<file path="src/rtl/seg_pkg.sv">
// Shared constants for the seg_scan display driver.
//   SEG_0..SEG_9, SEG_DASH : active-high segment patterns, bit order {g,f,e,d,c,b,a}
//   DIG_*                  : scan slot indices; slot number also selects the sel bit
package seg_pkg;

    localparam logic [6:0] SEG_0    = 7'h3F;
    localparam logic [6:0] SEG_1    = 7'h06;
    localparam logic [6:0] SEG_2    = 7'h5B;
    localparam logic [6:0] SEG_3    = 7'h4F;
    localparam logic [6:0] SEG_4    = 7'h66;
    localparam logic [6:0] SEG_5    = 7'h6D;
    localparam logic [6:0] SEG_6    = 7'h7D;
    localparam logic [6:0] SEG_7    = 7'h07;
    localparam logic [6:0] SEG_8    = 7'h7F;
    localparam logic [6:0] SEG_9    = 7'h6F;
    localparam logic [6:0] SEG_DASH = 7'h40;

    localparam logic [1:0] DIG_DOT = 2'd0;
    localparam logic [1:0] DIG_ONE = 2'd1;
    localparam logic [1:0] DIG_TEN = 2'd2;
    localparam logic [1:0] DIG_HUN = 2'd3;

endpackage

</file>
<file path="src/rtl/seg7_decode.sv">
// BCD digit to 7-segment pattern, purely combinational.
//   digit   : 4-bit code; 0-9 give the numeral, 10-15 give a dash
//   pattern : active-high {g,f,e,d,c,b,a}
module seg7_decode
    import seg_pkg::*;
(
    input  logic [3:0] digit,
    output logic [6:0] pattern
);

    always_comb begin
        pattern = SEG_DASH;
        case (digit)
            4'd0: pattern = SEG_0;
            4'd1: pattern = SEG_1;
            4'd2: pattern = SEG_2;
            4'd3: pattern = SEG_3;
            4'd4: pattern = SEG_4;
            4'd5: pattern = SEG_5;
            4'd6: pattern = SEG_6;
            4'd7: pattern = SEG_7;
            4'd8: pattern = SEG_8;
            4'd9: pattern = SEG_9;
            default: pattern = SEG_DASH;
        endcase
    end

endmodule

</file>
<file path="src/rtl/seg_scan.sv">
// Multiplexed 4-digit 7-segment driver showing "HHH.D".
//   clk, rst_n          : clock, async-assert / sync-release active-low reset
//   hun, ten, one, dot  : BCD digits, snapshotted once per scan frame
//   blank               : force display dark for a frame (sampled at frame start)
//   seg                 : {dp,g,f,e,d,c,b,a}, polarity set by ACTIVE_LOW
//   sel                 : one-hot digit enable, sel[3]=hun .. sel[0]=dot
//   frame_start         : one-cycle pulse alongside the first slot of a frame
module seg_scan
    import seg_pkg::*;
#(
    parameter int SCAN_DIV   = 50000,
    parameter int ACTIVE_LOW = 1,
    parameter int LZ_BLANK   = 1
) (
    input  logic       clk,
    input  logic       rst_n,
    input  logic [3:0] hun,
    input  logic [3:0] ten,
    input  logic [3:0] one,
    input  logic [3:0] dot,
    input  logic       blank,
    output logic [7:0] seg,
    output logic [3:0] sel,
    output logic       frame_start
);

    if (SCAN_DIV < 2) begin : g_bad_div
        $fatal(1, "seg_scan: SCAN_DIV must be 2 or more");
    end

    localparam int              CW      = (SCAN_DIV > 2) ? $clog2(SCAN_DIV) : 1;
    localparam logic [CW-1:0]   CNT_MAX = CW'(SCAN_DIV - 1);
    // XOR masks: inactive level and output inversion are the same constant
    localparam logic [7:0]      SEG_OFF = (ACTIVE_LOW != 0) ? 8'hFF : 8'h00;
    localparam logic [3:0]      SEL_OFF = (ACTIVE_LOW != 0) ? 4'hF  : 4'h0;

    logic          run;       // goes high one edge after rst_n releases
    logic [CW-1:0] cnt;
    logic [1:0]    idx;
    logic [15:0]   snap;      // {hun,ten,one,dot}
    logic          blank_q;

    logic          tick, fstart;
    logic [1:0]    nidx;
    logic [15:0]   src;
    logic          blk_src, lz_off;
    logic [3:0]    digit;
    logic [6:0]    pattern;
    logic [7:0]    pat;

    // Release synchroniser: assertion is immediate, release waits for a clock
    always_ff @(posedge clk or negedge rst_n) begin
        if (!rst_n) run <= 1'b0;
        else        run <= 1'b1;
    end

    assign tick   = run && (cnt == CNT_MAX);
    assign nidx   = idx + 2'd1;
    assign fstart = tick && (idx == DIG_HUN);

    // The frame-start slot is fed from the live inputs because the snapshot
    // is being written in the same edge.
    always_comb begin
        src     = fstart ? {hun, ten, one, dot} : snap;
        blk_src = fstart ? blank : blank_q;
        digit   = src[{nidx, 2'b00} +: 4];
        lz_off  = (LZ_BLANK != 0) &&
                  (((nidx == DIG_HUN) && (src[15:12] == 4'd0)) ||
                   ((nidx == DIG_TEN) && (src[15:8]  == 8'd0)));
        pat     = (blk_src || lz_off) ? 8'h00 : {nidx == DIG_ONE, pattern};
    end

    seg7_decode u_dec (
        .digit   (digit),
        .pattern (pattern)
    );

    always_ff @(posedge clk or negedge rst_n) begin
        if (!rst_n) begin
            cnt         <= '0;
            idx         <= DIG_HUN;
            snap        <= '0;
            blank_q     <= 1'b1;
            frame_start <= 1'b0;
            seg         <= SEG_OFF;
            sel         <= SEL_OFF;
        end else if (run) begin
            cnt         <= tick ? '0 : cnt + CW'(1);
            frame_start <= fstart;
            if (tick) begin
                idx <= nidx;
                seg <= pat ^ SEG_OFF;
                sel <= (4'b0001 << nidx) ^ SEL_OFF;
            end
            if (fstart) begin
                snap    <= {hun, ten, one, dot};
                blank_q <= blank;
            end
        end
    end

endmodule

</file>
<file path="config.mk">
export PLATFORM = sky130hd
export DESIGN_NAME = seg_scan
export DESIGN_NICKNAME = d
export VERILOG_FILES = /design/src/rtl/seg_pkg.sv /design/src/rtl/seg7_decode.sv /design/src/rtl/seg_scan.sv
export SDC_FILE = /design/constraint.sdc
export NUM_CORES = 1
export LEC_CHECK = 0
export CORE_MARGIN = 5
export CORE_UTILIZATION = 55
export CTS_CLUSTER_SIZE = 24
export DETAILED_ROUTE_END_ITERATION = 6
export GPL_TIMING_DRIVEN = 0
export PLACE_DENSITY_LB_ADDON = 0.08
export SLEW_MARGIN = 30
export SYNTH_ARGS = -nofsm -noshare
export SYNTH_HDL_FRONTEND = slang
export SYNTH_SLANG_ARGS = --single-unit
</file>
<file path="constraint.sdc">
create_clock -name clk -period 3.5 [get_ports clk]
set_input_delay 0.7 -clock clk [delete_from_list [all_inputs] [get_ports clk]]
set_output_delay 0.7 -clock clk [all_outputs]
set_load 0.01 [all_outputs]
</file>
Word-level counts from Yosys, hierarchy flattened
Memory sizes are Yosys's and may differ from the RTL's.
Index checks and enable logic that the tools add are counted.
- add/sub/neg operators: 2
- eq/ne operators: 5
- shift-type cells: 2
- multiplexer cells: 4
- bitwise operators: 2
- reduce and logical (&&, ||, !) cells: 9
- operators by type and width (cell ; count):
    16-bit 2-to-1 mux ; 2
    16-bit by 1-bit adder with 16-bit output (second input constant) ; 1
    16-bit equality test (second input constant) ; 1
    16-bit by 5-bit indexed part select with 4-bit output ; 1
    8-bit logical NOT ; 1
    8-bit 2-to-1 mux ; 1
    8-bit NOT ; 1
    2-bit equality test (second input constant) ; 3
    1-bit logical AND ; 4
    4-bit logical NOT ; 1
    4-bit NOT ; 1
    1-bit by 2-bit << shifter with 4-bit output (first input constant) ; 1
    2-bit by 1-bit adder with 2-bit output (second input constant) ; 1
    2-bit by 1-bit equality test with 1-bit output (second input constant) ; 1
    1-bit logical OR ; 2
    2-bit AND reduction ; 1
    1-bit 2-to-1 mux ; 1
- flip-flop bits (word level): 49
- memory bits (read-only): 112
- output and inout port bits: 13
- logic and storage cells: 33
- memories kept: 1
- memories (memory ; depth ; bits a word ; read ports ; clocked after memory_dff ; write ports ; RTL line ; text):
    (no name shown) ; 16 ; 7 ; 1 ; 0 ; 0 ; seg7_decode.sv:13 ; case (digit)

Depth between registers and ports, before layout
- depth after elaboration: 10
- gate-level depth with buffers: 14

Modules after synthesis
Synthesis repeated with hierarchy kept, for this count alone.
- cells, all modules: 207
- area, all modules: 2439.8 µm²
- by module, submodules not included (module ; times used ; cells an instance ; area an instance (µm²) ; sequential area each (µm²)):
    seg_scan ; 1 ; 178 ; 2212.1 ; 1244.9
    seg7_decode ; 1 ; 29 ; 227.7 ; 0.0

Worst setup path after synthesis
No wires, ideal clock.
- path kind: register to register
- from: register cnt[0]
- to: register seg[3]
- setup time: 89 ps
- arrival time: 2946 ps
- required time: 3411 ps
- slack: 464 ps
- stages on the path, launching flop included: 14
- clock period less this slack: 3036 ps
- path through: dfrtp_1 -> ha_1 -> and4_1 -> buf_4 -> and4_1 -> buf_4 -> nand2_4 -> buf_6 -> mux2_2 -> mux4_2 -> inv_1 -> ha_1 -> nand2b_1 -> a211oi_1
- cells in the longest elaborated chain, start to end: 10
- elaborated cells on any way between the ends: 16
- classes of those cells: 1 x eq/ne; 1 x shift; 3 x mux; 1 x bitwise; 9 x reduce/logical; 1 x memory
- ends and longest elaborated chain (what ; RTL line ; text):
    from (decl) ; seg_scan.sv:38 ; logic [CW-1:0] cnt;
    from (signal assigned) ; seg_scan.sv:88 ; cnt <= tick ? '0 : cnt + CW'(1);
    16-bit equality test (*) ; seg_scan.sv:57 ; assign tick = run && (cnt == CNT_MAX);
    1-bit logical AND (*) ; seg_scan.sv:57 ;
    parallel branches: the longest is 8 deep, another holds memory read 16 x 7 bit ; n/a ;
    to (signal assigned) ; seg_scan.sv:92 ; seg <= pat ^ SEG_OFF;
    to (decl) ; seg_scan.sv:22 ; output logic [7:0] seg,
Mark *: on every way between the ends.
A chain may end at the register's enable or synchronous reset.

Worst setup path in the final report
Ends and elaborated chain as after synthesis.

==> run metrics <==
Setup CP Type=flop to flop; outcome=finished clean; core box area=4661 um^2; commonest cells after routing, fill and taps aside=dfrtp_1 (34), clkdlybuf4s50_1 (30), nand2_1 (18), nor2_1 (18), mux2_2 (16); most common cell after layout, fill and taps aside=dfrtp_1; combinational share of power=10.8%; depth of the CTS H-tree=2; Synth Area in Adders=5.278%; Internal Pwr Total=0.0009147 W; Clock Path Buffers=2; synth-to-layout area growth=18.86%; port buffer count=31; number of global-route vias before repair=1,828; Crit Path Max Fanout=10; Worst EP required=3.72 ns; XOR/XNOR share of the synthesized area=5.038%; DRT Pass-1 Iters=4; crit path capture type=flop; max frequency=305.0 MHz; EDFF count, synth=0; Final Cycle Share=93.66%; number of I/O pins=32; number of synthesized register bits=49; Antenna Violating Nets Remaining=0; Hold Slack=0.4040 ns; compound-cell area share of the yosys netlist=9.885%; synthesized cell area=2608 um^2; Final setup viols=0; Synthesized Nets=262; Core Rows=25; Routed WL per cell=15.42 um; via count=1,823; RSZ-0062 raised after global routing=no; Least-Margin Pin Slew=0.6131 ns; clk root buf=clkbuf_8; antenna violations before repair=0; clk_lat worst skew=0.30 ns; Initial Utilization=55.95%; slew margin rel.=59.13%; CTS sink cnt=49; Post-Synthesis Cells=232; Hold Crit Class=primary input to async pin; Leakage=1.277 nW; # Max-Cap Violations=0; DR vias/cell=5.609; max-slew violations=0; asr flop ratio synth=100.0%; first-pass GRT wire length=8783 um; DRC viols=0; Yosys cell types=46; diode count=0; Worst-path clk slew=0.09 ns; Worst setup SP type=flop; Ys Warns=0; sequential power share=54.1%; GPL Wtd Cong=0.8303; Post-CTS Resized=0; Worst EP arrival=3.50 ns; share of layout cells above drive strength 1=19.93%; Final Hold Viols=0; design area=3099 um^2; mux share of post-synthesis cell area=13.82%; average cell area after synthesis=11.24 um^2; Max IR drop VDD=0.2631 mV; Psw=0.0002802 W; post-layout min period=3.278 ns; clock power share=35.0%; TritonCTS clock tree=yes; dpl hpwl=3787 um; setup_tns=0 ns; final-stage net count=300; CTS buffer count=5; aggregate routed wire length=5011 um; main combinational cell family by area after synthesis=simple AND/OR/NAND/NOR gates; dominant synthesized flop cell=dfrtp_1; post-CTS setup buffers=0; Sw Ratio=23.45%; initial DRC count=103; die width=78.86 um; DP Area=2983 um^2; skew final=0.007616 ns; GRT Resource Usage Total=17.86%; largest net degree at the start of global routing=50; sequential fraction of the synthesis area=47.74%; pwr dens=385.5 nW/um^2; hold buffer count at cts=0; Die H=78.86 um; grt ovf=0; DIE AREA=6218 um^2; Post-Synth Simple-Gate Area=14.73%
-- per-stage QoR --
| stage | total power (W) | setup WS, ns | instances | utilization (%) |
|---|---|---|---|---|
| 5_1_grt | 0.001249 | 0.04960 | 325 | 66.50 |
| 6_report | 0.001195 | 0.2218 | 325 | 66.50 |
| 3_3_place_gp | 0.0007841 | 0.2354 | 317 | 64.05 |
| 3_5_place_dp | 0.0007880 | 0.2289 | 317 | 64.00 |
| 2_1_floorplan | 0.0007254 | 0.4643 | 232 | - |
| 4_1_cts | 0.001206 | 0.1927 | 325 | 66.50 |
-- state kept, by name (all words and copies together) (netlist names) --
signal and flops:
frame_start 1, cnt 16, blank_q 1, seg 8, idx 2, snap 16, run 1, sel 4
-- cells by family (layout without fill, tap and decap cells) --
group / count (synthesis) / after routing
flip-flops: 49 / 49
buffers and inverters: 19 / 58
other: 1 / 1
AND/OR/NAND/NOR: 72 / 72
AO/OA/AOI/OAI: 39 / 39
adder cells (fa/ha/maj): 11 / 11
XOR/XNOR: 15 / 15
multiplexers: 26 / 26
-- cell usage after synthesis (all sizes together), types with 5 or more instances --
cell type,instances,area [um^2]
nand2,19,78.82
inv,10,37.53
xor2,7,61.31
nor2,18,67.56
xnor2,8,70.07
ha,11,137.6
dfstp,15,394.1
nand2b,6,37.54
a211oi,8,65.06
clkbuf,5,18.77
o21ai,13,65.06
mux2,17,191.4
mux4,5,112.6
nand3,7,35.03
dfrtp,34,850.8
-- area by class of cell --
type / count / area, um^2
fill: 368 / 1562
clock inverter: 1 / 30.03
timing repair buffer: 31 / 307.8
tap: 54 / 67.56
clock buffer: 7 / 86.33
sequential: 49 / 1245
inverter: 10 / 37.54
buffer: 9 / 50.05
multi-input combinational: 164 / 1275
-- worst paths after layout --
check                                        start                    to  slack (ns)  cells after the start
max in group asynchronous                    rst_n  snap[10]$_DFFE_PN0P_        2.68                      1
worst max-delay path            cnt[0]$_DFFE_PN0P_    seg[3]$_DFFE_PN1P_        0.22                     13
min in group clk                sel[2]$_DFFE_PN1P_    sel[2]$_DFFE_PN1P_        0.49                      2
worst min-delay path                         rst_n   snap[4]$_DFFE_PN0P_        0.40                      1
worst min register to register  sel[2]$_DFFE_PN1P_    sel[2]$_DFFE_PN1P_        0.49                      2
worst max register to register  cnt[0]$_DFFE_PN0P_    seg[3]$_DFFE_PN1P_        0.22                     13
-- critical path: stages, from the launching register on --
cell      delay, ns
dfrtp_1        0.41
ha_1           0.21
and4_1         0.19
buf_4          0.15
and4_1         0.17
buf_4          0.16
nand2_4        0.11
buf_6          0.16
mux2_2         0.37
mux4_2         0.53
inv_1          0.13
ha_1           0.26
nand2b_1       0.15
a211oi_1       0.20
-- power by group through the flow --
stage	clock network (W)	registers [W]	logic [W]
floorplan	0	0.000652	0.0000734
global placement	0	0.000656	0.000128
detailed placement	0	0.000657	0.000131
CTS	0.000427	0.000647	0.000132
global route	0.000450	0.000653	0.000147
finish	0.000418	0.000647	0.000130
-- routing by layer --
layer,GRT usage (%),routed length [um]
met4,4.639,65
met2,26.66,2242
met5,0,0
met1,26.08,2453
met3,4.535,248
No activity file was read; power rests on OpenSTA's default activity.
